### config.mk
export PLATFORM = sky130hd
export DESIGN_NAME = wb_led_pwm_controller
export DESIGN_NICKNAME = d
export VERILOG_FILES = /design/src/rtl/wb_led_pwm_controller.sv
export SDC_FILE = /design/constraint.sdc
export NUM_CORES = 1
export LEC_CHECK = 0
export CORE_MARGIN = 2
export CORE_UTILIZATION = 30
export CTS_CLUSTER_SIZE = 30
export DETAILED_ROUTE_END_ITERATION = 7
export PLACE_DENSITY = 0.57
export SLEW_MARGIN = 15
export SYNTH_ARGS = -nofsm -noshare
export SYNTH_HDL_FRONTEND = slang
export SYNTH_SLANG_ARGS = --single-unit
### constraint.sdc
create_clock -name clk -period 4.05 [get_ports clk]
set_input_delay 0.405 -clock clk [delete_from_list [all_inputs] [get_ports clk]]
set_output_delay 0.405 -clock clk [all_outputs]
set_load 0.05 [all_outputs]
### src/rtl/wb_led_pwm_controller.sv
// Wishbone-controlled LED driver: per-channel static, blink or PWM output,
// all channels sharing one prescaled tick, one PWM counter and one blink phase.
module wb_led_pwm_controller #(
    parameter int          LED_WIDTH      = 4,
    parameter logic [15:0] PRESCALE_RESET = 16'd53
) (
    input  logic                 clk,
    input  logic                 rst_n,
    input  logic [31:0]          wbs_adr_i,
    input  logic [31:0]          wbs_dat_i,
    input  logic                 wbs_we_i,
    input  logic [3:0]           wbs_sel_i,
    input  logic                 wbs_stb_i,
    input  logic                 wbs_cyc_i,
    output logic [31:0]          wbs_dat_o,
    output logic                 wbs_ack_o,
    output logic                 wbs_err_o,
    output logic                 wbs_rty_o,
    output logic [LED_WIDTH-1:0] led_out
);

    localparam int         MODE_W    = 2 * LED_WIDTH;
    localparam logic [5:0] DUTY_BASE = 6'd8;
    localparam logic [5:0] DUTY_END  = 6'(8 + LED_WIDTH);

    logic [LED_WIDTH-1:0] out_reg;
    logic [MODE_W-1:0]    mode_reg;
    logic [15:0]          prescale_reg;
    logic [15:0]          blink_period_reg;
    logic [7:0]           duty_reg [LED_WIDTH];

    logic [15:0]          presc_cnt_reg;
    logic [7:0]           pwm_cnt_reg;
    logic [15:0]          blink_cnt_reg;
    logic                 blink_phase_reg;

    logic [5:0]           word_sel;
    logic                 req;
    logic                 mapped;
    logic                 bad;
    logic                 wr_en;
    logic                 rd_en;
    logic                 wr_prescale;
    logic                 wr_blink;
    logic                 tick;
    logic                 blink_end;
    logic [31:0]          rd_data;
    logic [31:0]          wmask;
    logic [31:0]          wr_val;
    logic [LED_WIDTH-1:0] led_next;

    assign wbs_rty_o = 1'b0;

    // Only the word offset matters; everything else on the address bus is don't-care.
    assign word_sel = wbs_adr_i[7:2];
    assign req      = wbs_stb_i & wbs_cyc_i & ~wbs_ack_o & ~wbs_err_o;
    assign mapped   = (word_sel <= 6'd4) || ((word_sel >= DUTY_BASE) && (word_sel < DUTY_END));
    assign bad      = ~mapped | ((word_sel == 6'd4) & wbs_we_i);
    assign wr_en    = req & wbs_we_i & ~bad;
    assign rd_en    = req & ~wbs_we_i & ~bad;

    assign wr_prescale = wr_en && (word_sel == 6'd2);
    assign wr_blink    = wr_en && (word_sel == 6'd3);

    always_comb begin
        rd_data = '0;
        case (word_sel)
            6'd0: rd_data[LED_WIDTH-1:0] = out_reg;
            6'd1: rd_data[MODE_W-1:0]    = mode_reg;
            6'd2: rd_data[15:0]          = prescale_reg;
            6'd3: rd_data[15:0]          = blink_period_reg;
            6'd4: rd_data                = {16'h1ED2, 8'd0, 8'(LED_WIDTH)};
            default: begin
                for (int i = 0; i < LED_WIDTH; i++) begin
                    if (word_sel == DUTY_BASE + 6'(i)) begin
                        rd_data[7:0] = duty_reg[i];
                    end
                end
            end
        endcase
    end

    // Byte-lane merge against the current contents; rd_data is already zero above each width.
    assign wmask  = {{8{wbs_sel_i[3]}}, {8{wbs_sel_i[2]}}, {8{wbs_sel_i[1]}}, {8{wbs_sel_i[0]}}};
    assign wr_val = (rd_data & ~wmask) | (wbs_dat_i & wmask);

    logic unused_ok;
    assign unused_ok = &{1'b0, wbs_adr_i[31:8], wbs_adr_i[1:0], wr_val[31:16]};

    always_ff @(posedge clk or negedge rst_n) begin
        if (!rst_n) begin
            wbs_ack_o <= 1'b0;
            wbs_err_o <= 1'b0;
            wbs_dat_o <= '0;
        end else begin
            wbs_ack_o <= req & ~bad;
            wbs_err_o <= req & bad;
            wbs_dat_o <= rd_en ? rd_data : 32'h0;
        end
    end

    always_ff @(posedge clk or negedge rst_n) begin
        if (!rst_n) begin
            out_reg          <= '0;
            mode_reg         <= '0;
            prescale_reg     <= PRESCALE_RESET;
            blink_period_reg <= '0;
            for (int i = 0; i < LED_WIDTH; i++) begin
                duty_reg[i] <= '0;
            end
        end else if (wr_en) begin
            case (word_sel)
                6'd0: out_reg          <= wr_val[LED_WIDTH-1:0];
                6'd1: mode_reg         <= wr_val[MODE_W-1:0];
                6'd2: prescale_reg     <= wr_val[15:0];
                6'd3: blink_period_reg <= wr_val[15:0];
                default: begin
                    for (int i = 0; i < LED_WIDTH; i++) begin
                        if (word_sel == DUTY_BASE + 6'(i)) begin
                            duty_reg[i] <= wr_val[7:0];
                        end
                    end
                end
            endcase
        end
    end

    assign tick      = (presc_cnt_reg == prescale_reg);
    assign blink_end = (blink_cnt_reg == blink_period_reg - 16'd1);

    // A register write coinciding with a tick still lets the counters advance on that tick.
    always_ff @(posedge clk or negedge rst_n) begin
        if (!rst_n) begin
            presc_cnt_reg   <= '0;
            pwm_cnt_reg     <= '0;
            blink_cnt_reg   <= '0;
            blink_phase_reg <= 1'b1;
        end else begin
            if (wr_prescale || tick) begin
                presc_cnt_reg <= '0;
            end else begin
                presc_cnt_reg <= presc_cnt_reg + 16'd1;
            end

            if (tick) begin
                pwm_cnt_reg <= pwm_cnt_reg + 8'd1;
            end

            if (wr_blink) begin
                blink_cnt_reg   <= '0;
                blink_phase_reg <= 1'b1;
            end else if (tick && (blink_period_reg != 16'd0)) begin
                if (blink_end) begin
                    blink_cnt_reg   <= '0;
                    blink_phase_reg <= ~blink_phase_reg;
                end else begin
                    blink_cnt_reg <= blink_cnt_reg + 16'd1;
                end
            end
        end
    end

    for (genvar gi = 0; gi < LED_WIDTH; gi++) begin : g_led
        logic [1:0] ch_mode;
        assign ch_mode = mode_reg[2*gi +: 2];
        // Reserved mode 11 falls through to static.
        assign led_next[gi] = (ch_mode == 2'b01) ? (out_reg[gi] & blink_phase_reg) :
                              (ch_mode == 2'b10) ? (pwm_cnt_reg < duty_reg[gi]) :
                                                   out_reg[gi];
    end

    always_ff @(posedge clk or negedge rst_n) begin
        if (!rst_n) begin
            led_out <= '0;
        end else begin
            led_out <= led_next;
        end
    end

endmodule

==> Flow_metrics.wiki <==
{| class="wikitable"
! Metric !! Value
|-
| Number of filler cells placed in the layout || 2618
|-
| GR Layer Usage met2 || 0.229
|-
| Ys async rst share || 1.00
|-
| Min-delay worst type || in -> async
|-
| Clock Tree Root || clkbuf_16
|-
| Final worst-path setup slack || 0.718 ns
|-
| Number of buffers added by the clock tree synthesis step || 17
|-
| Fraction of met1 tracks used by global routing || 0.221
|-
| GR Overflow Total || 0
|-
| Max FFs per register || 32
|-
| Count of buffers from port buffering || 58
|-
| Global-route wire length before repair || 33400 µm
|-
| Pin count of the biggest net entering global routing || 98
|-
| Antenna diode instance count || 0
|-
| CTS hold repair buffers || 0
|-
| Standard-cell row count || 59
|-
| Post-synthesis cell count || 832
|-
| Chip Width || 167 µm
|-
| DP HPWL || 14900 µm
|-
| Cell area after technology mapping || 0.00793 mm²
|-
| Total number of vias || 6117
|-
| Count of distinct cell types in the synthesized netlist || 62
|-
| TritonCTS Sinks || 140
|-
| Initial antenna violation count || 1
|-
| Worst Reg-to-Reg Cells || 10
|-
| Last weighted congestion value of the routability-driven placer || 0.803
|-
| Count of flip-flops with a built-in enable after synthesis || 0
|-
| Iteration-0 DRC count of the detailed router || 387
|-
| Ratio of routed vias to standard cells || 4.92
|-
| Most frequent standard cell in the layout excluding fill and tap cells || dfrtp_1
|-
| Final Hold Viols || 0
|-
| Worst-Margin Slew || 1.01 ns
|-
| Worst hold slack || 0.0867 ns
|-
| Setup WS pre-CTS || 0.718 ns
|-
| Die height || 167 µm
|-
| Reg-to-reg setup timing slack || 0.72 ns
|-
| TNS Setup || 0 ns
|-
| Sequential fraction of the synthesis area || 0.443
|-
| Yosys warns || 0
|-
| Mean Syn Cell Area || 9.53 µm²
|-
| Peak ir drop on the vdd network || 373 µV
|-
| Power density over the cells || 444 mW/mm²
|-
| #FFs+latches synth || 140
|-
| Peak fanout along the critical path || 19
|-
| Crit path DAT || 3.65 ns
|-
| Ports || 112
|-
| Total power consumption of the routed design || 4.22 mW
|-
| Primary flip-flop cell chosen by synthesis mapping || dfrtp_1
|-
| Fraction of final layout cells with drive strength greater than 1 || 0.118
|-
| Drt wl/cell || 16.3 µm
|-
| H-tree levels || 4
|-
| Number of standard cells in the layout, taps in and fillers out || 1243
|-
| Max-Slew Margin vs Limit || 0.321
|-
| Unrepaired setup endpoints after global routing || false
|-
| Area added between synthesis and finish || 20.0%
|-
| Initial core utilization || 0.305
|-
| Post-DP Area || 0.00892 mm²
|-
| Peak-usage layer in the global routing report || met2
|-
| Post-layout nets || 1000
|-
| Remaining routing DRC violations || 0
|-
| Share of the cycle needed by the critical path after routing || 0.823
|-
| Max Clk Rate || 0.300 GHz
|-
| Post-layout instance area || 0.00952 mm²
|-
| Clock tree skew after final layout || 0.0128 ns
|-
| Library cell with the largest summed area after synthesis || dfrtp_1
|-
| Max Root-Sink Buffers || 2
|-
| Crit start category || flop
|-
| Number of iterations in the first detailed-routing pass || 4
|-
| Highest-count cells in the layout ignoring fill and taps || dfrtp_1, nor2_1, nand2_1, a21oi_1, clkdlybuf4s50_1
|-
| Area fraction of the dominant cell type after synthesis || 0.426
|-
| Leakage Power || 4.13 nW
|-
| Max_cap viols || 0
|-
| Total global routing track utilization || 0.152
|-
| Time the worst path needs with I/O delays and setup || 3.33 ns
|-
| Type of the worst setup path || reg -> reg
|-
| Wirelength, routed || 20300 µm
|-
| Setup Viol. Count Final || 0
|-
| Outcome || completed
|-
| Number of global-route vias before repair || 6021
|-
| Core region area || 0.0260 mm²
|-
| Total instance count after detailed placement || 1211
|-
| CTS tree || built
|-
| Number of gates given a new drive strength after cts || 0
|-
| Worst path required time || 4.37 ns
|-
| Total die area || 0.0278 mm²
|-
| Clock transition at path regs || 0.06 ns
|-
| Worst-skew pair later-pin latency || 0.43 ns
|-
| Number of max-slew violations in the final report || 0
|-
| Element type at the critical path end || flop
|-
| Area taken by flip-flops and latches || 0.00351 mm²
|-
| Post-CTS setup buffers || 0
|-
| Ranking of synthesized cells by area || dfrtp_1, ha_1, nor2_1
|-
| Utilization after layout || 0.366
|-
| Count of nets left with antenna violations after detail routing || 0
|-
| Area of the multi-input gates || 0.00405 mm²
|-
| Global-route track usage on met3 || 0.0302
|}
## worst max-delay path, stage by stage, from the launching register on
cell      delay (ns)
dfrtp_1         0.47
inv_1           0.09
ha_1            0.17
or4b_2          0.58
nor4_1          0.37
nor3_1          0.09
nor3_1          0.19
a22oi_1         0.16
a21oi_4         0.51
nand2_2         0.26
o311ai_1        0.33
## cell usage after synthesis, types with 3 or more instances
cell type    n
o21ai_0      5
o2bb2ai_1    3
nor2_1      94
a21o_1      20
nor3_1      14
a22oi_1      5
o21ai_1     28
a22o_1       8
buf_4       16
inv_1       44
nand3_1     30
nor4_1       8
o21a_1       4
mux4_2      12
dfrtp_1    135
nand4b_1     3
xnor2_1     39
a221oi_1     4
mux2i_1      3
nor2b_1      6
or3_1        3
clkbuf_1    26
and4_1       4
nand2_1     82
xor2_1      18
nand3b_1     5
and2_1       6
dfstp_2      5
ha_1        32
a21oi_1     64
nand2b_1    13
o311ai_1     3
and3_1      20
a31oi_1      3
nand4_1      8
buf_1        3
mux2_2      23
## final timing paths
| check | startpoint | end |
|---|---|---|
| hold reg to reg | prescale_reg[0] | prescale_reg[0] |
| hold / removal | rst_n | duty_reg[29] |
| min in group clk | prescale_reg[0] | prescale_reg[0] |
| setup / recovery | blink_period_reg[0] | blink_cnt_reg[15] |
| setup reg to reg | blink_period_reg[0] | blink_cnt_reg[15] |
| max in group asynchronous | rst_n | prescale_reg[2] |
## cell families after synthesis
group           count (synthesis)  share of synthesized area
buf+inv                        91                     0.0518
mux                            39                     0.0719
other cells                     1                   0.000473
flops                         140                      0.443
compound gates                161                      0.127
fa+ha+maj                      32                     0.0505
simple gates                  311                      0.193
xor+xnor                       57                     0.0630
## where the power goes
group          internal (mW)  switching, mW  total, mW
clock network          0.976          0.634       1.61
logic                  0.441          0.454      0.896
registers               1.53          0.191       1.72
total                   2.94           1.28       4.22
## per-layer routing
| layer | routed length, µm | vias up |
|---|---|---|
| li1 | - | 3026 |
| met1 | 10000 | 2951 |
| met2 | 9040 | 123 |
| met3 | 981 | 17 |
| met4 | 261 | 0 |
| met5 | 0 | - |
## final cells by class
type / count / area share
Tap cell: 335 / 0.0440
Multi-Input combinational cell: 609 / 0.426
Timing Repair Buffer: 83 / 0.0809
Clock buffer: 20 / 0.0459
Clock inverter: 12 / 0.0172
Sequential cell: 140 / 0.369
Inverter: 44 / 0.0174
(Power assumes the default switching activity.)
